==> src/rtl/keypad_entry.sv <==
// Keypad entry front end: synchronises and debounces the scanner's key-down flag,
// turns each accepted press into one key event and builds BCD numbers from digit keys.
module keypad_entry #(
  parameter int DEB_CYCLES = 16,
  parameter int NDIG       = 4
) (
  input  logic              clk,
  input  logic              rst_n,
  input  logic [3:0]        posicion,
  input  logic              opr,
  output logic [4*NDIG-1:0] digitos,
  output logic [3:0]        n_dig,
  output logic [4*NDIG-1:0] valor,
  output logic              valor_valid,
  output logic [1:0]        func_code,
  output logic              func_valid
);

  localparam int              W       = 4 * NDIG;
  localparam int              CW      = $clog2(DEB_CYCLES + 1);
  localparam logic [CW-1:0]   CNT_MAX = CW'(DEB_CYCLES);
  localparam logic [3:0]      NDIG_L  = 4'(NDIG);

  typedef enum logic [1:0] {IDLE, DEB_PRESS, HELD, DEB_REL} state_t;
  typedef enum logic [1:0] {K_DIGIT, K_CLEAR, K_ENTER, K_FUNC} kind_t;

  typedef struct packed {
    kind_t      kind;
    logic [3:0] val;   // BCD digit, or function index for A..D
  } key_t;

  function automatic key_t decode(input logic [3:0] p);
    key_t k;
    k.kind = K_DIGIT;
    k.val  = 4'd0;
    case (p)
      4'd0:  k.val = 4'd1;
      4'd1:  k.val = 4'd2;
      4'd2:  k.val = 4'd3;
      4'd3:  begin k.kind = K_FUNC; k.val = 4'd0; end
      4'd4:  k.val = 4'd4;
      4'd5:  k.val = 4'd5;
      4'd6:  k.val = 4'd6;
      4'd7:  begin k.kind = K_FUNC; k.val = 4'd1; end
      4'd8:  k.val = 4'd7;
      4'd9:  k.val = 4'd8;
      4'd10: k.val = 4'd9;
      4'd11: begin k.kind = K_FUNC; k.val = 4'd2; end
      4'd12: k.kind = K_CLEAR;
      4'd13: k.val = 4'd0;
      4'd14: k.kind = K_ENTER;
      default: begin k.kind = K_FUNC; k.val = 4'd3; end
    endcase
    return k;
  endfunction

  // The position bus rides through the same two stages as the flag so both stay aligned.
  logic       opr_m, opr_s;
  logic [3:0] pos_m, pos_s;

  always_ff @(posedge clk or negedge rst_n) begin
    if (!rst_n) begin
      opr_m <= 1'b0;
      opr_s <= 1'b0;
      pos_m <= 4'd0;
      pos_s <= 4'd0;
    end else begin
      // NOTE: non-blocking assignments here are what make this a two-stage shift; blocking ones would collapse it to one flop.
      opr_m <= opr;
      opr_s <= opr_m;
      pos_m <= posicion;
      pos_s <= pos_m;
    end
  end

  state_t        state;
  logic [CW-1:0] cnt;
  logic [3:0]    pos_cap;
  key_t          key;

  assign key = decode(pos_cap);

  always_ff @(posedge clk or negedge rst_n) begin
    if (!rst_n) begin
      // NOTE: the entry buffer is a plain register, not a RAM, so it clears with everything else on reset.
      state       <= IDLE;
      cnt         <= '0;
      pos_cap     <= 4'd0;
      digitos     <= '0;
      n_dig       <= 4'd0;
      valor       <= '0;
      valor_valid <= 1'b0;
      func_code   <= 2'd0;
      func_valid  <= 1'b0;
    end else begin
      valor_valid <= 1'b0;
      func_valid  <= 1'b0;
      case (state)
        IDLE: begin
          if (opr_s) begin
            state   <= DEB_PRESS;
            cnt     <= CW'(1);
            pos_cap <= pos_s;
          end
        end
        DEB_PRESS: begin
          if (!opr_s) begin
            state <= IDLE;
          end else if (pos_s != pos_cap) begin
            pos_cap <= pos_s;
            cnt     <= CW'(1);
          end else if (cnt == CNT_MAX) begin
            state <= HELD;
            case (key.kind)
              K_DIGIT: begin
                // A full buffer silently drops further digits rather than wrapping.
                if (n_dig < NDIG_L) begin
                  digitos <= (digitos << 4) | W'(key.val);
                  n_dig   <= n_dig + 4'd1;
                end
              end
              K_CLEAR: begin
                digitos <= '0;
                n_dig   <= 4'd0;
              end
              K_ENTER: begin
                valor       <= digitos;
                valor_valid <= 1'b1;
                digitos     <= '0;
                n_dig       <= 4'd0;
              end
              K_FUNC: begin
                func_code  <= key.val[1:0];
                func_valid <= 1'b1;
              end
            endcase
          end else begin
            cnt <= cnt + 1'b1;
          end
        end
        HELD: begin
          if (!opr_s) begin
            state <= DEB_REL;
            cnt   <= CW'(1);
          end
        end
        DEB_REL: begin
          if (opr_s) begin
            state <= HELD;
          end else if (cnt == CNT_MAX) begin
            state <= IDLE;
          end else begin
            cnt <= cnt + 1'b1;
          end
        end
      endcase
    end
  end

endmodule

==> config.mk <==
export PLATFORM = sky130hd
export DESIGN_NAME = keypad_entry
export DESIGN_NICKNAME = d
export VERILOG_FILES = /design/src/rtl/keypad_entry.sv
export SDC_FILE = /design/constraint.sdc
export NUM_CORES = 1
export LEC_CHECK = 0
export CAP_MARGIN = 15
export CORE_MARGIN = 2
export CORE_UTILIZATION = 45
export DETAILED_ROUTE_END_ITERATION = 10
export GPL_TIMING_DRIVEN = 1
export HOLD_SLACK_MARGIN = 0.12
export PLACE_DENSITY_LB_ADDON = 0.05
export SLEW_MARGIN = 0
export SYNTH_ARGS = -nofsm -noshare
export SYNTH_HDL_FRONTEND = slang
export SYNTH_SLANG_ARGS = --single-unit
==> constraint.sdc <==
create_clock -name clk -period 2.4 [get_ports clk]
set_input_delay 0.36 -clock clk [delete_from_list [all_inputs] [get_ports clk]]
set_output_delay 0.36 -clock clk [all_outputs]
set_load 0.03 [all_outputs]
# Word-level counts from Yosys, hierarchy flattened

Cells that the tools add are included.

Add/subtract/negate cells: 2
Order comparisons: 1
Equal/unequal tests: 31
Muxes and demuxes: 35
Bitwise logic cells: 2
Reductions and logical operators: 16

Operators by type and width:

| operator              | number |
|---|---|
| $pmux W4 S9           | 1 |
| $pmux W16 S2          | 1 |
| $mux W5               | 6 |
| $eq A4 B4 Y1 const B  | 7 |
| $pmux W5 S4           | 1 |
| $eq A4 B3 Y1 const B  | 4 |
| $mux W16              | 1 |
| $mux W4               | 4 |
| $or A16 B4 Y16        | 1 |
| $pmux W4 S2           | 2 |
| $reduce_and A5 Y1     | 3 |
| $mux W2               | 7 |
| $ne A2 B2 Y1 const B  | 6 |
| $mux W1               | 10 |
| $reduce_or A10 Y1     | 1 |
| $ne A3 B3 Y1 const B  | 3 |
| $eq A2 B2 Y1 const B  | 4 |
| $eq A4 B2 Y1 const B  | 2 |
| $pmux W2 S4           | 1 |
| $reduce_and A4 Y1     | 2 |
| $pmux W2 S3           | 1 |
| $reduce_and A6 Y1     | 1 |
| $reduce_or A2 Y1      | 3 |
| $add A5 B1 Y5 const B | 1 |
| 11 further kinds      | 14 |

Register bits: 61
Input bits: 7
Output and inout port bits: 40
Word-level logic and storage cells: 100

# Depth between registers and ports, before layout

Gate-level depths: netlist of run 1.

Depth after elaboration: 9
Gate-level depth with buffers: 7

# Least setup slack after synthesis of run 1

No wires, ideal clock.

Path kind: register -> register
From: register pos_cap[1]
To: register func_code[0]
Setup time: 125 ps
Arrival time: 1900 ps
Path slack: 376 ps
Cell stages (with the launch flop): 6
Buffers on the path: 1
Period minus slack after synthesis: 2024 ps
Cells stage by stage: dfrtp_1 > buf_6 > xor2_2 > or4_4 > nor4_4 > mux2_2

Word-level cells in the longest chain between the ends: 5

RTL lines:

| element                              | RTL line | source |
|---|---|---|
| start, declared                      | 78       | `logic [3:0] pos_cap;` |
| start signal, assigned               | 103      | `pos_cap <= pos_s;` |
| start signal, assigned               | 110      | `pos_cap <= pos_s;` |
| $eq A4 B4 Y1 (tied with other cells) | 36       | `case (p)` |
| $reduce_or A10 Y1 (no source line)   | -        |  |
| $pmux W2 S3                          | 36       |  |
| $eq A2 B2 Y1                         | 114      | `case (key.kind)` |
| $reduce_and A5 Y1 (no source line)   | -        |  |
| end signal, assigned                 | 133      | `func_code <= key.val[1:0];` |
| end, declared                        | 15       | `output logic [1:0] func_code,` |

Several ways; a longest one is shown, not always the timed one.
A chain may end at the register's enable or synchronous reset.

# Final worst setup path of run 1

Same ends and word-level chain as after synthesis.

==> flow_summary.json, run 1 <==
{
  "p_leak_nw": 1.56,
  "drt-total-wl_um": 5490,
  "diodes": 0,
  "synth-edff-count": 0,
  "cts_tree": "done",
  "worstPathCellList": "xor2_2, or4_4, nor4_4, mux2_2",
  "cp_slowest_cell": "or4_4",
  "crit_buf_inv": 0,
  "min_path_type": "reg2reg",
  "finalSetupViolCount": 0,
  "cap_viol_max_count": 0,
  "clock_latency_ps": 330,
  "postSynthAreaPerCell_um2": 11.4,
  "nets": 303,
  "synth_seq_area_share_pct": 55.6,
  "critical_path_class": "reg2reg",
  "drtIter0Drc": 108,
  "finalHoldViolations": 0,
  "synth_top_cell_by_area": "dfrtp_1",
  "grt_pass1_vias": 1855,
  "finalClockSkew_ps": 4.10,
  "gp_congestion": 0.788,
  "clock-sinks": 61,
  "ys_ff_latch": 61,
  "drt_first_pass_iters": 4,
  "async_reset_ff_share_pct": 100,
  "grt_max_degree": 40,
  "post-dp-hpwl_um": 3710,
  "tns_ps": 0,
  "vdd_drop_max_mv": 0.360,
  "yosys.area.top_type_share_pct": 55.6,
  "cts_buffers": 9,
  "drive_above_1_share_pct": 16.9,
  "grt_pass1_wl_um": 9210,
  "maxSlewHeadroom_pct": 65.0,
  "vias": 1952,
  "fin_crit_sh_pct": 87.4,
  "grt_overflow": 0,
  "pin_count": 47,
  "die_h_um": 82.1,
  "max_freq_mhz": 477,
  "core_area_um2": 5920,
  "avgViaCountPerCell": 5.28,
  "io_buffers": 46,
  "end_kind": "flop",
  "grt_antenna_before_repair": 0,
  "critPathTopFamily": "simple AND/OR/NAND/NOR gates",
  "syn_to_final_growth_pct": 27.1,
  "met3_usage_pct": 4.95,
  "htree_levels": 3,
  "synth_nets": 252,
  "critPathArrivalTime_ps": 2320,
  "fillerInstances": 513,
  "ys_types": 42,
  "postRouteAntennaNets": 0,
  "drc": 0,
  "cts_setup_buffers": 0,
  "synth_ff_type": "dfrtp_1",
  "gr-usage-met2_pct": 25.6,
  "rsz0062_at_grt": "no",
  "ys_warn_count": 0,
  "cp-start-kind": "flop",
  "wire_per_inst_um": 14.8,
  "syn_inst": 241,
  "worstMarginPinSlew_ps": 525,
  "dieArea_um2": 6740,
  "clockBufferDepth": 2,
  "track_usage_pct": 18.7,
  "cp_max_fo": 9,
  "clk_pin_slew_ps": 60,
  "crit_required_ps": 2620,
  "use_met1_pct": 26.3,
  "design_area_um2": 3490,
  "cpPeakStageDelay_ps": 570,
  "cts-root-buf": "clkbuf_8",
  "netlist_area_um2": 2740,
  "status": "finished, final reports clean",
  "maxSlewViolCount": 0,
  "power_density_nw_per_um2": 589,
  "initial_core_util_pct": 46.3,
  "cts-resized-gates": 0,
  "dpl_cell_area_um2": 3290,
  "min_period_ps": 2100,
  "grt-busiest-layer": "met1",
  "netlist_top_cells_area": "dfrtp_1 56%, o21ai_0 7.1%, mux2_4 5.5%, nand2_1 4.2%, mux2_2 3.3%",
  "die_w_um": 82.1,
  "fp-row-count": 28
}
## cells in the final DEF (no fill, tap or decap), types with 7 or more instances in the layout
master,instances
nand2_1,31
mux2_2,8
nor2_1,7
clkbuf_8,13
dfrtp_1,61
buf_4,8
clkdlybuf4s50_1,45
mux2_4,10
o21ai_0,39
## layer usage
metal / share of wire (%) / vias up
li1: - / 943
met1: 49 / 952
met5: 0 / -
met4: 2.5 / 0
met3: 4.7 / 13
met2: 43 / 44
## kinds of logic (layout without fill, tap and decap cells)
| logic type | Yosys count | in the layout | share of synthesized area, % |
|---|---|---|---|
| and+or+nand+nor | 65 | 65 | 13.7 |
| DFF | 61 | 61 | 55.6 |
| AOI/OAI and AO/OA | 60 | 60 | 12.6 |
| buffers and inverters | 22 | 76 | 3.74 |
| muxes | 18 | 18 | 8.76 |
| xor gates and xnor gates | 11 | 11 | 3.78 |
| adders and majority gates | 4 | 4 | 1.82 |
## power by group
part | switching (W) | internal [W] | total, W
logic | 0.0000893 | 0.0000570 | 0.000146
clock network | 0.000360 | 0.000474 | 0.000834
registers | 0.0000273 | 0.00105 | 0.00108
total | 0.000476 | 0.00158 | 0.00206
## flip-flops by register name (all words and copies together), names as in the netlist, 2 cells and up, named ones only
| signal | cells |
|---|---|
| cnt | 5 |
| digitos | 16 |
| func_code | 2 |
| n_dig | 4 |
| pos_cap | 4 |
| pos_m | 4 |
| pos_s | 4 |
| valor | 16 |
## synthesized netlist by cell type (2+ instances only)
cell type	count
nor4_4	2
mux2_4	10
inv_1	6
a21oi_1	6
xor2_1	6
nand3b_1	2
o21ai_0	39
buf_2	4
nand2b_1	3
and2_1	3
or3b_2	2
dfrtp_1	61
o211ai_1	2
xnor2_1	4
ha_1	4
and3_1	3
clkbuf_1	10
nor2_1	7
mux2_2	8
o2111ai_1	2
nand3_1	3
buf_6	2
o21ai_1	2
nand4_1	2
nand2_1	31
## worst register-to-register path, stage by stage (launching register included)
cell and delay [ps]:
dfrtp_1 490, xor2_2 240, or4_4 570, nor4_4 320, mux2_2 360
## layout make-up
type                            instances  area [um2]  share of cell area [%]
Clock buffer                           13         179                    5.13
Tap cell                               75        93.8                    2.69
Sequential cell                        61        1530                    43.8
Inverter                                6        22.5                   0.646
Clock inverter                          1        5.00                   0.144
Multi-Input combinational cell        158        1110                    32.0
Timing Repair Buffer                   56         546                    15.6
## per-stage QoR
stage	util, %	instances	worst slack (ps)	hold WS [ps]	power (W)
2_1_floorplan	-	241	376	64.4	0.00118
3_3_place_gp	55.6	355	335	333	0.00124
3_5_place_dp	55.6	355	321	335	0.00124
4_1_cts	58.9	370	300	349	0.00209
5_1_grt	58.9	370	222	360	0.00216
6_report	58.9	370	302	348	0.00206
## path summary, 6_finish.rpt
kind / startpoint / end / slack [ps] / depth (start not counted)
worst max-delay path: pos_cap[1] / func_code[0] / 300 / 4
worst min-delay path: pos_m[0] / pos_s[0] / 350 / 0
worst max register to register: pos_cap[1] / func_code[0] / 300 / 4
worst min register to register: pos_m[0] / pos_s[0] / 350 / 0
max in group asynchronous: rst_n / digitos[4] / 1290 / 3
min in group asynchronous: rst_n / cnt[2] / 540 / 2
## repair_timing
| item | CTS | global route |
|---|---|---|
| hold endpoints to repair | 22 | 0 |
| hold buffers | 1 | 0 |
| setup endpoints to repair | 0 | 0 |
(Power assumes the default switching activity.)
==> run 2: changes to the inputs <==
CTS_BUF_LIST = sky130_fd_sc_hd__clkbuf_4   (was unset)
SLEW_MARGIN = 20   (was 0)
==> flow_summary.json, run 2 (synthesis gave the netlist of run 1 again) <==
{
  "seqPwrFrac_pct": 61.5,
  "cts_setup_buffers": 0,
  "dieArea_um2": 6740,
  "p_leak_nw": 1.52,
  "dpl_cell_area_um2": 3290,
  "tns_ps": 0,
  "p_switching_w": 0.000455,
  "pin_count": 47,
  "min_to": "pos_s[0]",
  "largestRegisters": "digitos: 16 flops, valor: 16 flops, cnt: 5 flops",
  "drc": 0,
  "cts_buffers": 9,
  "drt-total-wl_um": 5480,
  "end_kind": "flop",
  "maxSlewHeadroom_pct": 64.9,
  "design_area_um2": 3390,
  "core_area_um2": 5920,
  "cp_max_fo": 9,
  "finalClockSkew_ps": 11.7,
  "track_usage_pct": 18.7,
  "gp_congestion": 0.788,
  "grt_max_degree": 40,
  "min_path_type": "reg2reg",
  "hold_path_depth": 0,
  "p_int_w": 0.00129,
  "vdd_drop_max_mv": 0.356,
  "drtIter0Drc": 168,
  "holdWs_ps": 357,
  "drt_first_pass_iters": 4,
  "clockBufferDepth": 2,
  "worstPathCellList": "xor2_2, or4_4, nor4_4, mux2_2",
  "layout_commonest_cell": "dfrtp_1",
  "grt_antenna_before_repair": 0,
  "max_freq_mhz": 476,
  "fin_cells": 370,
  "fin_util_pct": 57.3,
  "fillerInstances": 525,
  "clock_latency_ps": 400,
  "grt_overflow": 0,
  "cts-root-buf": "clkbuf_4",
  "maxSlewViolCount": 0,
  "critical_path_class": "reg2reg",
  "power_density_nw_per_um2": 515,
  "crit_required_ps": 2690,
  "finalHoldViolations": 0,
  "postRouteAntennaNets": 0,
  "fp-row-count": 28,
  "fin_crit_sh_pct": 87.5,
  "io_buffers": 46,
  "timing.rr.end": "func_code[0]",
  "initial_core_util_pct": 46.3,
  "critPathArrivalTime_ps": 2380,
  "die_h_um": 82.1,
  "cpPeakStageDelay_ps": 570,
  "ff2ff_path_depth": 4,
  "cp-start-kind": "flop",
  "avgViaCountPerCell": 5.29,
  "vias": 1959,
  "die_w_um": 82.1,
  "grt_pass1_wl_um": 9160,
  "hp-start": "pos_m[0]",
  "htree_levels": 3,
  "min_period_ps": 2100,
  "clk_pin_slew_ps": 100,
  "finalSetupViolCount": 0,
  "share_comb_of_total_power_pct": 8.4,
  "syn_to_final_growth_pct": 23.6,
  "layout_common_cells": "61 x dfrtp_1, 45 x clkdlybuf4s50_1, 39 x o21ai_0, 31 x nand2_1, 10 x mux2_4",
  "r2r-start": "pos_cap[1]",
  "drive_above_1_share_pct": 15.6,
  "status": "finished, final reports clean",
  "netSwitchingFraction_pct": 26.1,
  "cp_slowest_cell": "or4_4",
  "rsz0062_at_grt": "no",
  "clock-sinks": 61,
  "worstMarginPinSlew_ps": 526,
  "clkPwrFrac_pct": 30.1,
  "reg2reg_setup_slack_ps": 300,
  "cap_viol_max_count": 0,
  "grt_pass1_vias": 1833,
  "diodes": 0,
  "cts_tree": "done",
  "wire_per_inst_um": 14.8,
  "post-dp-hpwl_um": 3710,
  "nets": 303,
  "dp_cells": 355
}
## run 2: changes by cell type in the layout (fill, tap and decap cells not counted)
cell      before  now
clkbuf_8      13    0
clkbuf_4       0    9
clkinv_1       0    4
## run 2: stage by stage
stage | worst slack [ps] | power [W]
floorplan | 376 | 0.00118
global placement | 335 | 0.00124
detailed placement | 321 | 0.00124
CTS | 296 | 0.00177
global route | 218 | 0.00185
finish | 301 | 0.00174
## run 2: timing repair
item                                   4_1_cts  5_1_grt
hold buffers                                 1        0
resized for setup                            0        0
endpoints found under the hold margin       22        0
## run 2: cell type report
cell class	instances	area [um2]	share of cell area (%)
Multi-Input combinational cell	158	1110	32.9
Inverter	6	22.5	0.664
Sequential cell	61	1530	45.0
Tap cell	75	93.8	2.77
Timing Repair Buffer	56	546	16.1
Clock inverter	5	20.0	0.590
Clock buffer	9	67.6	1.99
## run 2: critical path: cells and delay by family, from the launching register on
family / cells / cell delay, ps
and+or+nand+nor: 2 / 890
DFF: 1 / 490
muxes: 1 / 360
xor gates and xnor gates: 1 / 240
## run 2: power by group through the flow
stage                     logic, W  registers [W]  clock network, W
after floorplan           0.000107        0.00108                 0
after global placement    0.000147        0.00109                 0
after detailed placement  0.000148        0.00109                 0
after CTS                 0.000150        0.00107          0.000543
after global routing      0.000167        0.00108          0.000607
final                     0.000147        0.00107          0.000525
## run 2: how the worst max path moves through the flow
stage / startpoint / endpoint / cells past startpoint
global placement: pos_cap[1] / func_code[0] / 4
finish: pos_cap[1] / func_code[0] / 4
CTS: pos_cap[1] / func_code[0] / 4
floorplan: pos_cap[1] / func_code[0] / 5
global route: pos_cap[1] / func_code[0] / 4
detailed placement: pos_cap[1] / func_code[1] / 4
## run 2: layer usage
layer | global-route usage, % | part of all wire (%)
met2 | 25.8 | 45
met1 | 26.2 | 49
met3 | 7.47 | 4.9
met5 | 0 | 0
met4 | 7.00 | 1.0
